### config.mk
export PLATFORM = sky130hd
export DESIGN_NAME = ddr_wr_burst_ctrl
export DESIGN_NICKNAME = d
export VERILOG_FILES = /design/src/rtl/ddr_wr_burst_ctrl.sv
export SDC_FILE = /design/constraint.sdc
export NUM_CORES = 1
export LEC_CHECK = 0
export ABC_CLOCK_PERIOD_IN_PS = 3000
export BUFFER_PORTS_ARGS = -buffer_cell sky130_fd_sc_hd__buf_4
export CAP_MARGIN = 20
export CORE_AREA = 4 4 232 234
export DETAILED_ROUTE_END_ITERATION = 10
export DIE_AREA = 0 0 236 238
export PLACE_DENSITY = 0.42
export SLEW_MARGIN = 0
export SYNTH_ARGS = -nofsm -noshare
export SYNTH_HDL_FRONTEND = slang
export SYNTH_SLANG_ARGS = --single-unit
### constraint.sdc
create_clock -name clk -period 3 [get_ports clk]
set_input_delay 0.15 -clock clk [delete_from_list [all_inputs] [get_ports clk]]
set_output_delay 0.15 -clock clk [all_outputs]
set_load 0.02 [all_outputs]
### src/rtl/ddr_wr_burst_ctrl.sv
// ddr_wr_burst_ctrl: drains 256-bit capture FIFO words into DDR as AXI4 INCR write bursts
// One frame of FRAME_WORDS words is written contiguously from BASE_ADDR, one burst outstanding at a time.
// Ports: clk, rst (async, active high); start/busy/done/err frame control; fifo_rd_* FIFO read side;
//        m_aw*/m_w*/m_b* AXI4 write address, data and response channels.
// Optional macro DDR_WR_TIMEOUT_EN adds a watchdog that aborts the frame after TIMEOUT_CYC idle cycles.
module ddr_wr_burst_ctrl #(
  parameter int DATA_W = 256,
  parameter int ADDR_W = 28,
  parameter int BURST_LEN = 16,
  parameter int FRAME_WORDS = 1024,
  parameter logic [ADDR_W-1:0] BASE_ADDR = '0,
  parameter int TIMEOUT_CYC = 4096
) (
  input  logic                  clk,
  input  logic                  rst,
  input  logic                  start,
  output logic                  busy,
  output logic                  done,
  output logic                  err,
  output logic                  fifo_rd_en,
  input  logic                  fifo_rd_vld,
  input  logic [DATA_W-1:0]     fifo_rd_data,
  output logic [ADDR_W-1:0]     m_awaddr,
  output logic [7:0]            m_awlen,
  output logic                  m_awvalid,
  input  logic                  m_awready,
  output logic [DATA_W-1:0]     m_wdata,
  output logic [DATA_W/8-1:0]   m_wstrb,
  output logic                  m_wlast,
  output logic                  m_wvalid,
  input  logic                  m_wready,
  input  logic                  m_bvalid,
  output logic                  m_bready,
  input  logic [1:0]            m_bresp
);
  localparam int NB = FRAME_WORDS / BURST_LEN;
  localparam int BW = $clog2(BURST_LEN) + 1;
  localparam int CW = $clog2(NB) + 1;
  localparam logic [BW-1:0] LAST_BEAT = BW'(BURST_LEN - 1);
  localparam logic [CW-1:0] NB_C = CW'(NB);
  localparam logic [ADDR_W-1:0] BURST_BYTES = ADDR_W'(BURST_LEN * DATA_W / 8);
  typedef enum logic [2:0] {IDLE, AW, W, B, FIN} state_t;
  state_t state_q, state_d;
  logic [BW-1:0] beat_q, beat_d;
  logic [CW-1:0] burst_q, burst_d;
  logic [ADDR_W-1:0] addr_q, addr_d;
  logic err_q, err_d;
  logic aw_hs, w_hs, b_hs, last_beat, active, tmo;
  assign last_beat = beat_q == LAST_BEAT;
  assign active = state_q inside {AW, W, B};
`ifdef DDR_WR_TIMEOUT_EN
  localparam int TW = $clog2(TIMEOUT_CYC) + 1;
  logic [TW-1:0] tmo_q, tmo_d;
  // any handshake is progress and restarts the watchdog
  assign tmo_d = (active && !(aw_hs || w_hs || b_hs)) ? tmo_q + 1'b1 : '0;
  assign tmo = active && !(aw_hs || w_hs || b_hs) && (tmo_q == TW'(TIMEOUT_CYC - 1));
  always_ff @(posedge clk or posedge rst)
    if (rst) tmo_q <= '0;
    else tmo_q <= tmo_d;
`else
  logic unused_tmo;
  assign unused_tmo = TIMEOUT_CYC[0];
  assign tmo = 1'b0;
`endif
  always_ff @(posedge clk or posedge rst)
    if (rst) begin
      state_q <= IDLE;
      beat_q  <= '0;
      burst_q <= '0;
      addr_q  <= BASE_ADDR;
      err_q   <= 1'b0;
    end else begin
      state_q <= state_d;
      beat_q  <= beat_d;
      burst_q <= burst_d;
      addr_q  <= addr_d;
      err_q   <= err_d;
    end
  always_comb begin
    state_d = state_q;
    beat_d  = beat_q;
    burst_d = burst_q;
    addr_d  = addr_q;
    err_d   = err_q;
    case (state_q)
      IDLE: if (start) begin
        state_d = AW;
        err_d   = 1'b0;
        addr_d  = BASE_ADDR;
        beat_d  = '0;
        burst_d = '0;
      end
      AW: state_d = aw_hs ? W : AW;
      W: if (w_hs) begin
        beat_d  = last_beat ? '0 : beat_q + 1'b1;
        burst_d = last_beat ? burst_q + 1'b1 : burst_q;
        state_d = last_beat ? B : W;
      end
      B: if (b_hs) begin
        err_d   = err_q | (m_bresp != 2'b00);
        state_d = (burst_q == NB_C) ? FIN : AW;
        addr_d  = (burst_q == NB_C) ? addr_q : addr_q + BURST_BYTES;
      end
      FIN: state_d = IDLE;
      default: state_d = IDLE;
    endcase
    if (tmo) begin
      state_d = FIN;
      err_d   = 1'b1;
    end
  end
  always_comb begin
    busy       = active;
    done       = state_q == FIN;
    err        = err_q;
    m_awaddr   = addr_q;
    m_awlen    = 8'(BURST_LEN - 1);
    m_awvalid  = state_q == AW;
    m_wdata    = fifo_rd_data;
    m_wstrb    = '1;
    m_wvalid   = (state_q == W) && fifo_rd_vld;
    m_wlast    = (state_q == W) && last_beat;
    fifo_rd_en = m_wvalid && m_wready;
    m_bready   = state_q == B;
    aw_hs      = m_awvalid && m_awready;
    w_hs       = fifo_rd_en;
    b_hs       = m_bready && m_bvalid;
  end
endmodule

==> results of run 1 <==
[power groups by stage]
stage / clock, mW / combinational [mW] / sequential (mW)
finish: 0.551 / 0.582 / 0.599
global route: 0.588 / 0.656 / 0.615
CTS: 0.570 / 0.605 / 0.599
detailed placement: 0 / 0.604 / 0.608
global placement: 0 / 0.603 / 0.603
floorplan: 0 / 0.935 / 0.586
[flip-flops by register name, indices dropped and copies added (netlist names)]
signal    cells
m_awaddr     19
burst_q       7
beat_q        5
state_q       3
err           1
[worst max path at each step]
stage                     from            to  slack [ns]
floorplan           state_q[2]    burst_q[4]        0.92
global placement    state_q[0]  m_awaddr[25]        0.72
detailed placement  state_q[0]  m_awaddr[25]        0.72
CTS                 state_q[0]       m_wlast        0.67
global route        state_q[1]       m_wlast        0.53
finish              state_q[0]       m_wlast        0.71
[cell usage after synthesis (4+ instances only)]
cell / count / area share, %
nand4_1: 5 / 0.74
a31oi_1: 10 / 1.5
mux2i_1: 4 / 0.95
nor2_1: 29 / 2.6
a21oi_1: 5 / 0.59
nand2_1: 22 / 1.9
nand3_1: 9 / 1.1
and3_1: 6 / 0.89
inv_1: 6 / 0.53
dfrtp_1: 35 / 21
buf_4: 306 / 54
ha_1: 4 / 1.2
clkbuf_1: 5 / 0.44
o21ai_0: 14 / 1.7
xor2_1: 5 / 1.0
[metrics by stage]
stage                     std cells  power [mW]  area (um2)  util, %
after global placement          976        1.21        3230     6.22
after global routing            984        1.86        3390     6.52
after CTS                       984        1.77        3390     6.52
after floorplan                 563        1.52        4410        -
after detailed placement        976        1.21        3230     6.22
final                           984        1.73        3390     6.52
[kinds of logic (layout without fill, tap and decap cells)]
logic type / count (synthesis) / after routing / synth area share (%)
muxes: 4 / 4 / 0.945
AOI/OAI and AO/OA: 50 / 50 / 8.09
xor gates and xnor gates: 8 / 8 / 1.65
buffers and inverters: 319 / 52 / 55.4
other: 2 / 49 / 0.177
adders and majority gates: 4 / 4 / 1.18
DFF: 35 / 35 / 20.7
and+or+nand+nor: 94 / 94 / 11.9
[layer usage]
metal / global-route usage, % / vias up / wire, um
met4: 3.24 / 4 / 890
met3: 4.10 / 106 / 2600
li1: - / 885 / -
met5: 0 / - / 27
met1: 3.84 / 942 / 3990
met2: 6.10 / 295 / 5610
[final cells by class]
cell class | instances | area (um2)
Timing Repair Buffer | 38 | 285
Clock buffer | 8 | 156
Multi-Input combinational cell | 209 | 1190
Fill cell | 6114 | 48600
Tap cell | 688 | 861
Inverter | 6 | 22.5
Sequential cell | 35 | 876
[worst max-delay path: stages (launching register included)]
cell and delay (ns):
dfrtp_1 0.52, or3b_2 0.59, nor3_1 0.49, buf_4 0.26
[cell usage in the layout, fill, tap and decap left out, types with 2 or more instances in the layout]
| master | instances |
|---|---|
| o31ai_1 | 3 |
| nand3_1 | 9 |
| xnor2_1 | 3 |
| a21oi_1 | 5 |
| o211ai_1 | 3 |
| and3_1 | 6 |
| buf_4 | 38 |
| clkbuf_16 | 5 |
| dfrtp_1 | 35 |
| inv_1 | 6 |
| nand2b_1 | 3 |
| nand2_1 | 22 |
| clkbuf_8 | 2 |
| ha_1 | 4 |
| o21ai_0 | 14 |
| nor3b_2 | 2 |
| nand4_1 | 5 |
| and4_1 | 3 |
| nor2_1 | 29 |
| a31oi_1 | 10 |
| a211oi_1 | 2 |
| nor4b_2 | 2 |
| nor2b_1 | 2 |
| and2_1 | 3 |
| a41o_1 | 2 |
| conb_1 | 49 |
| xor2_1 | 5 |
| mux2i_1 | 4 |
==> out/results.ini, run 1 <==
[floorplanning]
num_rows=84
start_util_pct=8.14
dieArea_mm2=0.0562
ios=597
die_height_um=238
die_w_um=236
coreArea_mm2=0.0520

[hold_path]
hold_class=input pin to async pin

[detailed_routing]
first_pass_iters=4
wire_per_inst_um=13.3
routed_wl_mm=13.1
viasPerCell=2.27
drtAntennaViolNets=0
drc=0
drt_iter0_drc=158
dr_total_vias=2232

[clock_tree]
clk_latency_ns=0.28
clkSinkCount=35
path_clk_slew_ns=0.05
root_buffer=clkbuf_16
cts_setup_buffers=0
cts_tree=done
numCtsBuffers=5
clk_path_buf_depth=2
cts_resized=0
holdBufCountCts=0
cts_max_level=2

[logic_synthesis]
synth_cell_types=48
synth_edf_count=0
synth_warnings=0
yosysSeqAreaShare_pct=20.7
synthesis.area_mm2=0.00424
async_flop_share_pct=100
ys.flop_type=dfrtp_1
syn_inst=516
syn_area_per_cell_um2=8.21
synth_seq_cells=35

[worst_setup_path]
timing.rr.end=m_awaddr[25]
r2r-start=state_q[0]
critPathRequiredTime_ns=2.85
criticalPathCategory=flip-flop to output port
cp-end-kind=output port
critPathMaxFanout=13
rr_worst_depth=4
r2r_slack_ns=0.72
startpoint_type=flip-flop
cp_data_arrival_time_ns=2.14

[timing]
finalMaxSlewViolations=0
worst_slack_ns=0.707
slew_headroom_pct=52.6
fmax_mhz=436
finClkSkew_ns=0.00337
tns_ns=0
finalHoldViolations=1
finalCritPeriodShare_pct=76.4
holdWs_ns=-0.000749
worst_slew_pin_slew_ns=0.707
grt_setup_unrepaired=false
setup_violations=0
period_minus_slack_ns=2.29

[power_and_ir_drop]
p_int_mw=1.06
cellPowerDensity_mw_per_mm2=511
power_frac_seq_pct=34.6
leakagePower_nw=1.29
switching_share_pct=39.0
clkPwrFrac_pct=31.8
p_sw_mw=0.675
vdd_drop_max_uv=223
p_comb_share_pct=33.6

[global_route]
grt.overflow.total=0
grt_max_degree=36
grt_pass1_wl_mm=17.2
antenna_found_initial=2
grt_pass1_vias=2149
grt_usage_pct=4.33

[placement]
gp_congestion=0.704
dp_slack_ns=0.723
place_hpwl_mm=10.8
io_buffer_count=35

[run]
cap_violations=0

[cells_and_area]
area_growth_pct=-20.0
post_route_cells_drive_above_1_share_pct=17.9
num_antenna_cells=0
fin_nets=564

[run_status]
status=finished with violations
failed_checks=hold timing

No activity file was read; power rests on OpenSTA's default activity.
==> run 2: changes to the inputs <==
Settings changed: ABC_CLOCK_PERIOD_IN_PS 3000 to 1940, CORE_AREA 4 4 232 234 to 4 4 228 230, DIE_AREA 0 0 236 238 to 0 0 232 234, PLACE_DENSITY 0.42 to 0.44.
Clock period 3 ns to 1.94 ns, I/O delays scaled along.
==> run 2 against run 1 <==
  * The flow still finishes with violations (hold timing)
  * Worst hold slack got worse by 0.038 ns
  * Sequential cell count did not move
  * Worst setup slack got worse by 0.61 ns
  * Final cell count rose by 0.61%
  * Global-route usage rose by 0.69 points
  * Register-to-register slack got worse by 0.63 ns
  * Combinational power rose by 89%
  * Count of clock-buffer cells in the layout fell by 2
  * Via count rose by 4.1%
  * Sequential share of layout area fell by 1.4 points
  * Largest cell class unchanged
==> out/results.ini, run 2 (same netlist as run 1, synthesis figures left out) <==
[power_and_ir_drop]
leakagePower_nw=1.42  ; +9.7%
cellPowerDensity_mw_per_mm2=817  ; +60%
vdd_drop_max_uv=319  ; +43%
p_total_mw=2.93  ; +69%

[timing]
finalCritPeriodShare_pct=95.1
fmax_mhz=542
holdWs_ns=-0.0385  ; -0.0378 ns
grt_setup_unrepaired=false
finClkSkew_ns=0.00486  ; +0.00148 ns
finalMaxSlewViolations=0  ; unchanged
setup_violations=0  ; unchanged
tns_ns=0  ; unchanged
finalHoldViolations=35  ; +34
period_minus_slack_ns=1.85

[clock_tree]
clkSinkCount=35  ; unchanged
clk_path_buf_depth=2  ; unchanged
path_clk_slew_ns=0.06  ; about the same
cts_tree=done
numCtsBuffers=5  ; unchanged
holdBufCountCts=0  ; unchanged
clk_latency_ns=0.28  ; about the same
cts_max_level=2  ; unchanged
root_buffer=clkbuf_16

[floorplanning]
coreArea_mm2=0.0499  ; -4.2%
die_w_um=232  ; -1.7%
ios=597  ; unchanged
num_rows=82  ; -2.4%
dieArea_mm2=0.0543  ; -3.3%
die_height_um=234  ; -1.7%
start_util_pct=8.50  ; +0.35 points

[run]
cap_violations=0  ; unchanged

[global_route]
grt_max_degree=36  ; unchanged
antenna_found_initial=0  ; -2
grt_pass1_wl_mm=18.8  ; +9.4%
grt.overflow.total=0  ; unchanged
grt_pass1_vias=2376  ; +11%
grt_usage_pct=5.02  ; +0.69 points

[worst_setup_path]
critPathRequiredTime_ns=2.15  ; -0.70 ns
cp-end-kind=flip-flop
cp_data_arrival_time_ns=2.06  ; -0.08 ns
path_cells=inv_1 -> ha_1 -> nor2b_1 -> a21o_2 -> a211oi_4 -> or3b_4 -> a21oi_2
startpoint_type=flip-flop
max_stage_delay_ns=0.40  ; -0.19 ns
criticalPathCategory=flip-flop to flip-flop
slowest_stage=or3b_4
critPathMaxFanout=5  ; -8

[cells_and_area]
largest_register_ff_count=19  ; unchanged
mostFrequentLayoutCells=buf_4, conb_1, dfrtp_1, nor2_1, nand2_1
final_common_cell=buf_4
fin_util_pct=7.20  ; +0.68 points
post_route_cells_drive_above_1_share_pct=25.8  ; +7.9 points
area_growth_pct=-15.3
num_antenna_cells=0  ; unchanged
final_cells=990  ; +0.61%
fin_nets=586  ; +3.9%
fin_area_mm2=0.00359  ; +5.9%

[placement]
place_hpwl_mm=12.2  ; +13%
dp.cells=980  ; +0.41%
gp_congestion=0.684  ; -2.9%
io_buffer_count=35  ; unchanged
place_area_mm2=0.00337  ; +4.2%

[run_status]
failed_checks=hold timing
status=finished with violations

[detailed_routing]
first_pass_iters=4  ; unchanged
viasPerCell=2.35  ; +3.5%
drc=0  ; unchanged
drtAntennaViolNets=0  ; unchanged
wire_per_inst_um=14.9  ; +11%
routed_wl_mm=14.7  ; +12%
dr_total_vias=2324  ; +4.1%
drt_iter0_drc=137  ; -13%

[hold_path]
hold_class=input pin to async pin

==> run 2: stage by stage <==
| stage | setup slack, ns | hold slack [ns] |
|---|---|---|
| after floorplan | 0.0255 | 0.251 |
| after global placement | 0.0895 | 0.194 |
| after detailed placement | 0.0703 | 0.194 |
| after CTS | 0.0465 | 0.00801 |
| after global routing | 0.0125 | 0.0459 |
| final | 0.0947 | -0.0385 |
==> run 2: worst max-delay path, delay by kind of cell (launching register included) <==
| kind | cells | cell delay, ns |
|---|---|---|
| fa+ha+maj | 1 | 0.18 |
| simple gates | 2 | 0.56 |
| compound gates | 3 | 0.63 |
| buf+inv | 1 | 0.06 |
| flops | 1 | 0.34 |
==> run 2: cell type report <==
cell class / instances / area (um2)
clock buffer: 6 / 139
timing repair buffer: 60 / 454
tap: 672 / 841
fill: 5904 / 46300
inverter: 6 / 22.5
multi-input combinational: 209 / 1220
sequential: 35 / 876
clock inverter: 2 / 35.0
==> run 2: report_power, final <==
part / internal (mW) / total [mW] / switching [mW]
Sequential: 0.805 / 0.871 / 0.0652
Clock: 0.639 / 0.963 / 0.323
Combinational: 0.404 / 1.10 / 0.696
Total: 1.85 / 2.93 / 1.08
==> run 2: repair_timing <==
item | in CTS | in global routing
setup endpoints to repair | 1 | 4
setup buffers | 1 | 1
resized for setup | 3 | 5
pin swaps | 1 | 3
endpoints found under the hold margin | 0 | 0
==> run 2: path summary, 6_finish.rpt <==
check	start	to	slack, ns	cells after the start
worst min-delay path	rst	m_awaddr[26]	-0.04	3
worst max-delay path	burst_q[0]	m_awaddr[25]	0.09	7
max in group asynchronous	rst	state_q[0]	1.65	3
worst min register to register	burst_q[6]	burst_q[6]	0.47	1
min in group clk	m_bresp[0]	err	0.18	5
worst max register to register	burst_q[0]	m_awaddr[25]	0.09	7
==> run 2: metal layers <==
layer	vias up	share of wire [%]	GRT usage [%]
met2	280	44	7.25
li1	928	-	-
met1	979	24	3.68
met3	133	22	5.16
met4	4	9.0	4.39
met5	-	0.91	1.79
